### config.mk
export PLATFORM = sky130hd
export DESIGN_NAME = fifo_s16_s2_unpack
export DESIGN_NICKNAME = d
export VERILOG_FILES = /design/src/rtl/fifo_s16_s2_pkg.sv /design/src/rtl/fifo_s16_s2_ram.sv /design/src/rtl/fifo_s16_s2_unpack.sv
export SDC_FILE = /design/constraint.sdc
export NUM_CORES = 2
export LEC_CHECK = 0
export CORE_UTILIZATION = 50
export CTS_BUF_LIST = sky130_fd_sc_hd__clkbuf_4 sky130_fd_sc_hd__clkbuf_8
export DETAILED_ROUTE_END_ITERATION = 8
export PLACE_DENSITY_LB_ADDON = 0.08
export SLEW_MARGIN = 20
export SYNTH_ARGS = -nofsm -noshare
export SYNTH_HDL_FRONTEND = slang
export SYNTH_HIERARCHICAL = 1
export SYNTH_SLANG_ARGS = --single-unit
### constraint.sdc
create_clock -name CLK -period 4.15 [get_ports CLK]
set_input_delay 0.83 -clock CLK [delete_from_list [all_inputs] [get_ports CLK]]
set_output_delay 0.83 -clock CLK [all_outputs]
set_load 0.03 [all_outputs]
### src/rtl/fifo_s16_s2_pkg.sv
// fifo_s16_s2_pkg: shared widths and dibit extraction for the 16-to-2 unpacking FIFO (FIFO_S16_S2_MSB_FIRST_EN selects MSB-first order)
package fifo_s16_s2_pkg;
   localparam int WORD_W        = 16;
   localparam int SYM_W         = 2;
   localparam int SYMS_PER_WORD = 8;
   localparam int SYM_IDX_W     = 3;
   function automatic logic [SYM_W-1:0] sym_of(input logic [WORD_W-1:0] w, input logic [SYM_IDX_W-1:0] n);
`ifdef FIFO_S16_S2_MSB_FIRST_EN
      return w[{~n, 1'b0} +: SYM_W];
`else
      return w[{n, 1'b0} +: SYM_W];
`endif
   endfunction
endpackage

### src/rtl/fifo_s16_s2_ram.sv
// fifo_s16_s2_ram: simple dual-port RAM, one write port and one registered read port
module fifo_s16_s2_ram #(
   parameter int AW = 8,
   parameter int W  = 16
) (
   input  logic          i_clk,
   input  logic          i_we,
   input  logic [AW-1:0] i_waddr,
   input  logic [W-1:0]  i_wdata,
   input  logic          i_re,
   input  logic [AW-1:0] i_raddr,
   output logic [W-1:0]  o_rdata
);
   logic [W-1:0] r_mem [2**AW];
   logic [W-1:0] r_q;
   assign o_rdata = r_q;
   // write port and registered read port; contents are never cleared
   always_ff @(posedge i_clk) begin
      if (i_we) r_mem[i_waddr] <= i_wdata;
      if (i_re) r_q <= r_mem[i_raddr];
   end
endmodule

### src/rtl/fifo_s16_s2_unpack.sv
// fifo_s16_s2_unpack: 16-bit word FIFO read out as dibits (FIFO_S16_S2_MSB_FIRST_EN selects MSB-first order)
module fifo_s16_s2_unpack
   import fifo_s16_s2_pkg::*;
#(
   parameter int DEPTH_LOG2 = 8
) (
   input  logic                  CLK,
   input  logic                  RST,
   input  logic [WORD_W-1:0]     WR_DATA,
   input  logic                  WR_VALID,
   output logic                  WR_READY,
   output logic [SYM_W-1:0]      RD_DATA,
   output logic                  RD_VALID,
   input  logic                  RD_READY,
   output logic [DEPTH_LOG2:0]   LEVEL,
   output logic                  FULL,
   output logic                  EMPTY
);
   localparam int AW = DEPTH_LOG2;
   localparam int LW = DEPTH_LOG2 + 1;
   localparam logic [LW-1:0] CAP = LW'(2**DEPTH_LOG2);
   logic [AW-1:0]        r_wptr, r_rptr;
   logic [LW-1:0]        r_level, w_level_n;
   logic [WORD_W-1:0]    r_cur, r_pf, w_cur_n, w_pf_n, w_ram_q;
   logic                 r_cur_v, r_pf_v, r_inflight, w_cur_v_n, w_pf_v_n;
   logic [SYM_IDX_W-1:0] r_idx, w_idx_n;
   logic [SYM_W-1:0]     r_rd_data;
   logic                 r_full, r_empty;
   logic                 w_wr, w_fire, w_last, w_cur_free, w_fetch;
   logic [1:0]           w_occ;
   assign WR_READY = !r_full;
   assign RD_VALID = r_cur_v;
   assign RD_DATA  = r_rd_data;
   assign LEVEL    = r_level;
   assign FULL     = r_full;
   assign EMPTY    = r_empty;
   assign w_wr       = WR_VALID && !r_full;
   assign w_fire     = r_cur_v && RD_READY;
   assign w_last     = w_fire && (r_idx == SYM_IDX_W'(SYMS_PER_WORD - 1));
   assign w_cur_free = !r_cur_v || w_last;
   // an in-flight RAM read already owns an output slot, so it counts toward the two-word stage
   assign w_occ      = 2'(r_cur_v) + 2'(r_pf_v) + 2'(r_inflight) - 2'(w_last);
   assign w_fetch    = (r_level != '0) && (w_occ < 2'd2);
   assign w_level_n  = r_level + LW'(w_wr) - LW'(w_fetch);
   fifo_s16_s2_ram #(.AW(AW), .W(WORD_W)) u_ram (
      .i_clk   (CLK),
      .i_we    (w_wr && !RST),
      .i_waddr (r_wptr),
      .i_wdata (WR_DATA),
      .i_re    (w_fetch && !RST),
      .i_raddr (r_rptr),
      .o_rdata (w_ram_q)
   );
   // output stage: refill the current word from prefetch or the arriving RAM word, otherwise park arrivals in prefetch
   always_comb begin
      w_cur_n   = r_cur;
      w_cur_v_n = r_cur_v;
      w_pf_n    = r_pf;
      w_pf_v_n  = r_pf_v;
      w_idx_n   = r_idx + SYM_IDX_W'(w_fire);
      if (w_cur_free) begin
         w_idx_n   = '0;
         w_cur_n   = r_pf_v ? r_pf : w_ram_q;
         w_cur_v_n = r_pf_v || r_inflight;
         w_pf_n    = w_ram_q;
         w_pf_v_n  = r_pf_v && r_inflight;
      end else if (r_inflight) begin
         w_pf_n   = w_ram_q;
         w_pf_v_n = 1'b1;
      end
   end
   // control state: pointers, level, output-stage valids and registered flags
   always_ff @(posedge CLK) begin
      if (RST) begin
         r_wptr     <= '0;
         r_rptr     <= '0;
         r_level    <= '0;
         r_idx      <= '0;
         r_cur_v    <= 1'b0;
         r_pf_v     <= 1'b0;
         r_inflight <= 1'b0;
         r_rd_data  <= '0;
         r_full     <= 1'b0;
         r_empty    <= 1'b1;
      end else begin
         r_wptr     <= r_wptr + AW'(w_wr);
         r_rptr     <= r_rptr + AW'(w_fetch);
         r_level    <= w_level_n;
         r_idx      <= w_idx_n;
         r_cur_v    <= w_cur_v_n;
         r_pf_v     <= w_pf_v_n;
         r_inflight <= w_fetch;
         r_rd_data  <= w_cur_v_n ? sym_of(w_cur_n, w_idx_n) : '0;
         r_full     <= w_level_n == CAP;
         r_empty    <= (w_level_n == '0) && !w_cur_v_n && !w_pf_v_n && !w_fetch;
      end
   end
   // word registers carry no reset; their valid bits qualify them
   always_ff @(posedge CLK) begin
      r_cur <= w_cur_n;
      r_pf  <= w_pf_n;
   end
endmodule

==> flow_metrics.py <==
metrics = {
    "logic_synthesis": {
        "syn_nets": 7698,
        "syn-cell-area_um2": 162000,
        "synth_cells": 7657,
        "synth_commonest_cells": "edfxtp_1 (4128), mux4_2 (801), mux2i_1 (581)",
        "synth.most_common_cell": "edfxtp_1",
        "yosysTopAreaCell": "edfxtp_1",
        "synth_area_per_cell_um2": 21.2,
        "yosysWarnings": 6,
        "synthArstFlopShare_pct": 0,
        "ys.flop_type": "edfxtp_1",
        "synth_seq_area_share_pct": 77.2,
        "synth_edf_count": 4128,
        "synth.top_cells.by_area": "edfxtp_1 (77%), mux4_2 (11%), mux2i_1 (3.6%), o221ai_1 (1.4%), nor2_1 (0.77%)",
        "synth_seq_cells": 4179,
        "synthDistinctLibCells": 70,
        "synth_top_area_share_pct": 76.5,
    },
    "cells_and_area": {
        "multi_input_area_um2": 34700,
        "drive_gt1_share_pct": 31.1,
        "area_growth_pct": 14.5,
        "seq_area_um2": 125000,
        "fillCellCount": 24060,
        "fin_nets": 8679,
    },
    "timing": {
        "tightest_slew_ns": 1.22,
        "timing.fmax_mhz": 239,
        "setup_viol": 1,
        "setup_slack_ns": -0.0343,
        "maxSlewViolCount": 0,
        "finalCritPeriodShare_pct": 101,
        "whs_ns": 0.0514,
        "slew_headroom_pct": 18.9,
        "timing.setup.tns_ns": -0.0343,
        "fin_crit_ns": 4.18,
        "hold_viol": 0,
        "worst_clock_skew_ns": 0.0671,
    },
    "floorplan": {
        "rows": 208,
        "die_x_um": 571,
        "initial_core_util_pct": 50.3,
        "boundaryPins": 35,
        "core_um2": 322000,
        "die-area_um2": 326000,
        "die_h_um": 571,
    },
    "setup_path": {
        "critPathRequiredTime_ns": 5.09,
        "cp-end-kind": "register",
        "timing.rr.end": "u_ram/o_rdata[6]$_DFFE_PP_",
        "rr_worst_depth": 9,
        "critPathMaxFanout": 38,
        "arrival_ns": 5.13,
        "criticalPathCategory": "register to register",
        "crit_path_start_kind": "register",
        "rrSetupSlack_ns": -0.03,
        "reg2reg_from": "r_rptr[0]$_SDFF_PP0_",
    },
    "routing": {
        "wire_per_inst_um": 33.1,
        "drt_iter0_drc": 9919,
        "viasPerCell": 6.20,
        "first_pass_iters": 7,
        "ant_nets": 0,
        "drcViolationCount": 0,
        "wl_um": 447000,
        "vias": 83609,
    },
    "flow_run": {
        "drv_cap": 0,
    },
    "clock_tree": {
        "clock-sinks": 4179,
        "tritoncts": "yes",
        "clkLatencyLatePin_ns": 1.23,
        "clk_path_buf_depth": 4,
        "cts-root-buf": "clkbuf_8",
        "h-tree-depth": 6,
        "cts.clk_slew.worst_paths_ns": 0.06,
        "cts_buffers": 676,
    },
    "global_routing": {
        "grt_first_pass_wirelength_um": 629000,
        "antenna_found_initial": 23,
        "overflow": 0,
        "first_global_vias": 83780,
        "grt_max_degree": 149,
        "grt_usage_pct": 27.3,
    },
    "placed_design": {
        "place_congestion": 0.911,
        "hpwl_um": 266000,
        "numPortBuffers": 34,
    },
    "status": {
        "status": "finished, violations left",
        "violations": "negative setup slack",
    },
    "min_path": {
        "hp-class": "input pin to register",
        "holdPathEnd": "u_ram/r_mem[91][11]$_DFFE_PP_",
        "holdPathStages": 1,
        "hold_start": "WR_DATA[11]",
    },
    "power_and_ir_drop": {
        "powerDensity_nw_per_um2": 572,
        "p_leak_nw": 58.6,
        "ir_drop_uv": 339,
    },
}
==> worst max-delay path by stage <==
stage	startpoint	end	slack [ns]	cells after the start
final	r_rptr[0]$_SDFF_PP0_	u_ram/o_rdata[6]$_DFFE_PP_	-0.03	9
after global routing	r_idx[2]$_SDFF_PP0_	FULL$_SDFF_PP0_	-0.03	20
after CTS	r_idx[2]$_SDFF_PP0_	FULL$_SDFF_PP0_	0.05	19
after detailed placement	RD_READY	FULL$_SDFF_PP0_	-0.87	20
after global placement	RD_READY	FULL$_SDFF_PP0_	-0.88	20
after floorplan	RD_READY	FULL$_SDFF_PP0_	0.02	19
==> layout by cell type, fill, tap and decap left out, types with 15 or more instances in the layout <==
cell type and instances:
nor4_1 15, nand2_1 52, nor2_1 209, nand4_1 28, nor2b_1 20, a221oi_1 28
buf_8 16, clkinv_1 162, a22o_1 32, o21ai_0 53, o221ai_1 252, buf_4 626
nor3_1 93, clkbuf_4 235, o32ai_1 18, a21oi_1 180, inv_6 16, mux2i_1 581
o22ai_1 148, nand3_1 37, a211oi_1 20, clkdlybuf4s50_1 17, dfxtp_1 46, buf_12 100
clkbuf_8 695, mux2_2 88, nor2_2 122, inv_1 22, o31ai_1 16, ha_1 20
clkinv_2 53, and3_1 16, clkinvlp_4 16, mux4_2 801, edfxtp_1 4128, a22oi_1 43
==> registers in the layout, summed over array words and instances (netlist names) <==
name / flops
u_ram/r_mem: 4096
r_idx: 3
u_ram/o_rdata: 16
r_cur: 16
r_rptr: 8
LEVEL: 9
RD_VALID: 1
FULL: 1
r_inflight: 1
r_pf_v: 1
r_pf: 16
EMPTY: 1
r_wptr: 8
RD_DATA: 2
==> per-stage QoR <==
stage / utilization, % / worst slack [ns] / area, um2 / instances / power [mW]
2_1_floorplan: - / 0.0174 / 162000 / 7657 / 64.4
3_5_place_dp: 53.5 / -0.874 / 172000 / 12259 / 72.2
5_1_grt: 57.6 / -0.0257 / 185000 / 13476 / 110
3_3_place_gp: 53.5 / -0.875 / 172000 / 12259 / 72.1
6_report: 57.6 / -0.0343 / 185000 / 13482 / 106
4_1_cts: 57.6 / 0.0529 / 185000 / 13467 / 107
==> metal layers <==
metal / wire [um] / track usage [%]
met1: 189000 / 40.0
met2: 208000 / 42.0
met3: 37700 / 5.28
met4: 12300 / 7.65
met5: 41 / 0
==> report_power, final <==
| group | internal, mW | switching, mW |
|---|---|---|
| clock network | 18.3 | 16.3 |
| registers | 46.8 | 0.318 |
| logic | 11.1 | 13.2 |
| total | 76.2 | 29.8 |
==> area by class of cell <==
type                    instances  area share [%]
multi-input cells            2993            18.7
flip-flops and latches       4179            67.4
clock buffers                 930            6.11
inverters                      25          0.0574
well taps                    4305            2.91
diodes                         11          0.0148
repair buffers                763            3.86
clock inverters               276           0.920
==> critical path: stages, from the launching register on <==
cell      delay, ns
dfxtp_4        0.61
buf_12         0.24
buf_12         0.26
buf_4          0.51
mux2i_1        0.14
o221ai_1       0.27
o22ai_1        0.11
a21oi_1        0.69
nand4_1        0.34
nor4_2         0.64
==> cell families (layout without fill, tap and decap cells) <==
family	Yosys count	count (layout)	synth area share [%]
AO/OA/AOI/OAI	832	832	3.65
AND/OR/NAND/NOR	652	652	1.84
multiplexers	1470	1470	15.3
adder cells (fa/ha/maj)	21	21	0.167
other	0	11	0
flip-flops	4179	4179	77.2
XOR/XNOR	18	18	0.0973
buffers and inverters	485	1994	1.73
==> repair_timing <==
item                                    CTS  global route
hold buffers                              2             0
endpoints found under the setup margin    1             5
hold endpoints to repair                 24             0
buffers inserted                          0             3
resized for setup                         1            13
pin swaps                                 0             4
Note: power is estimated with default switching activity, not from simulation.
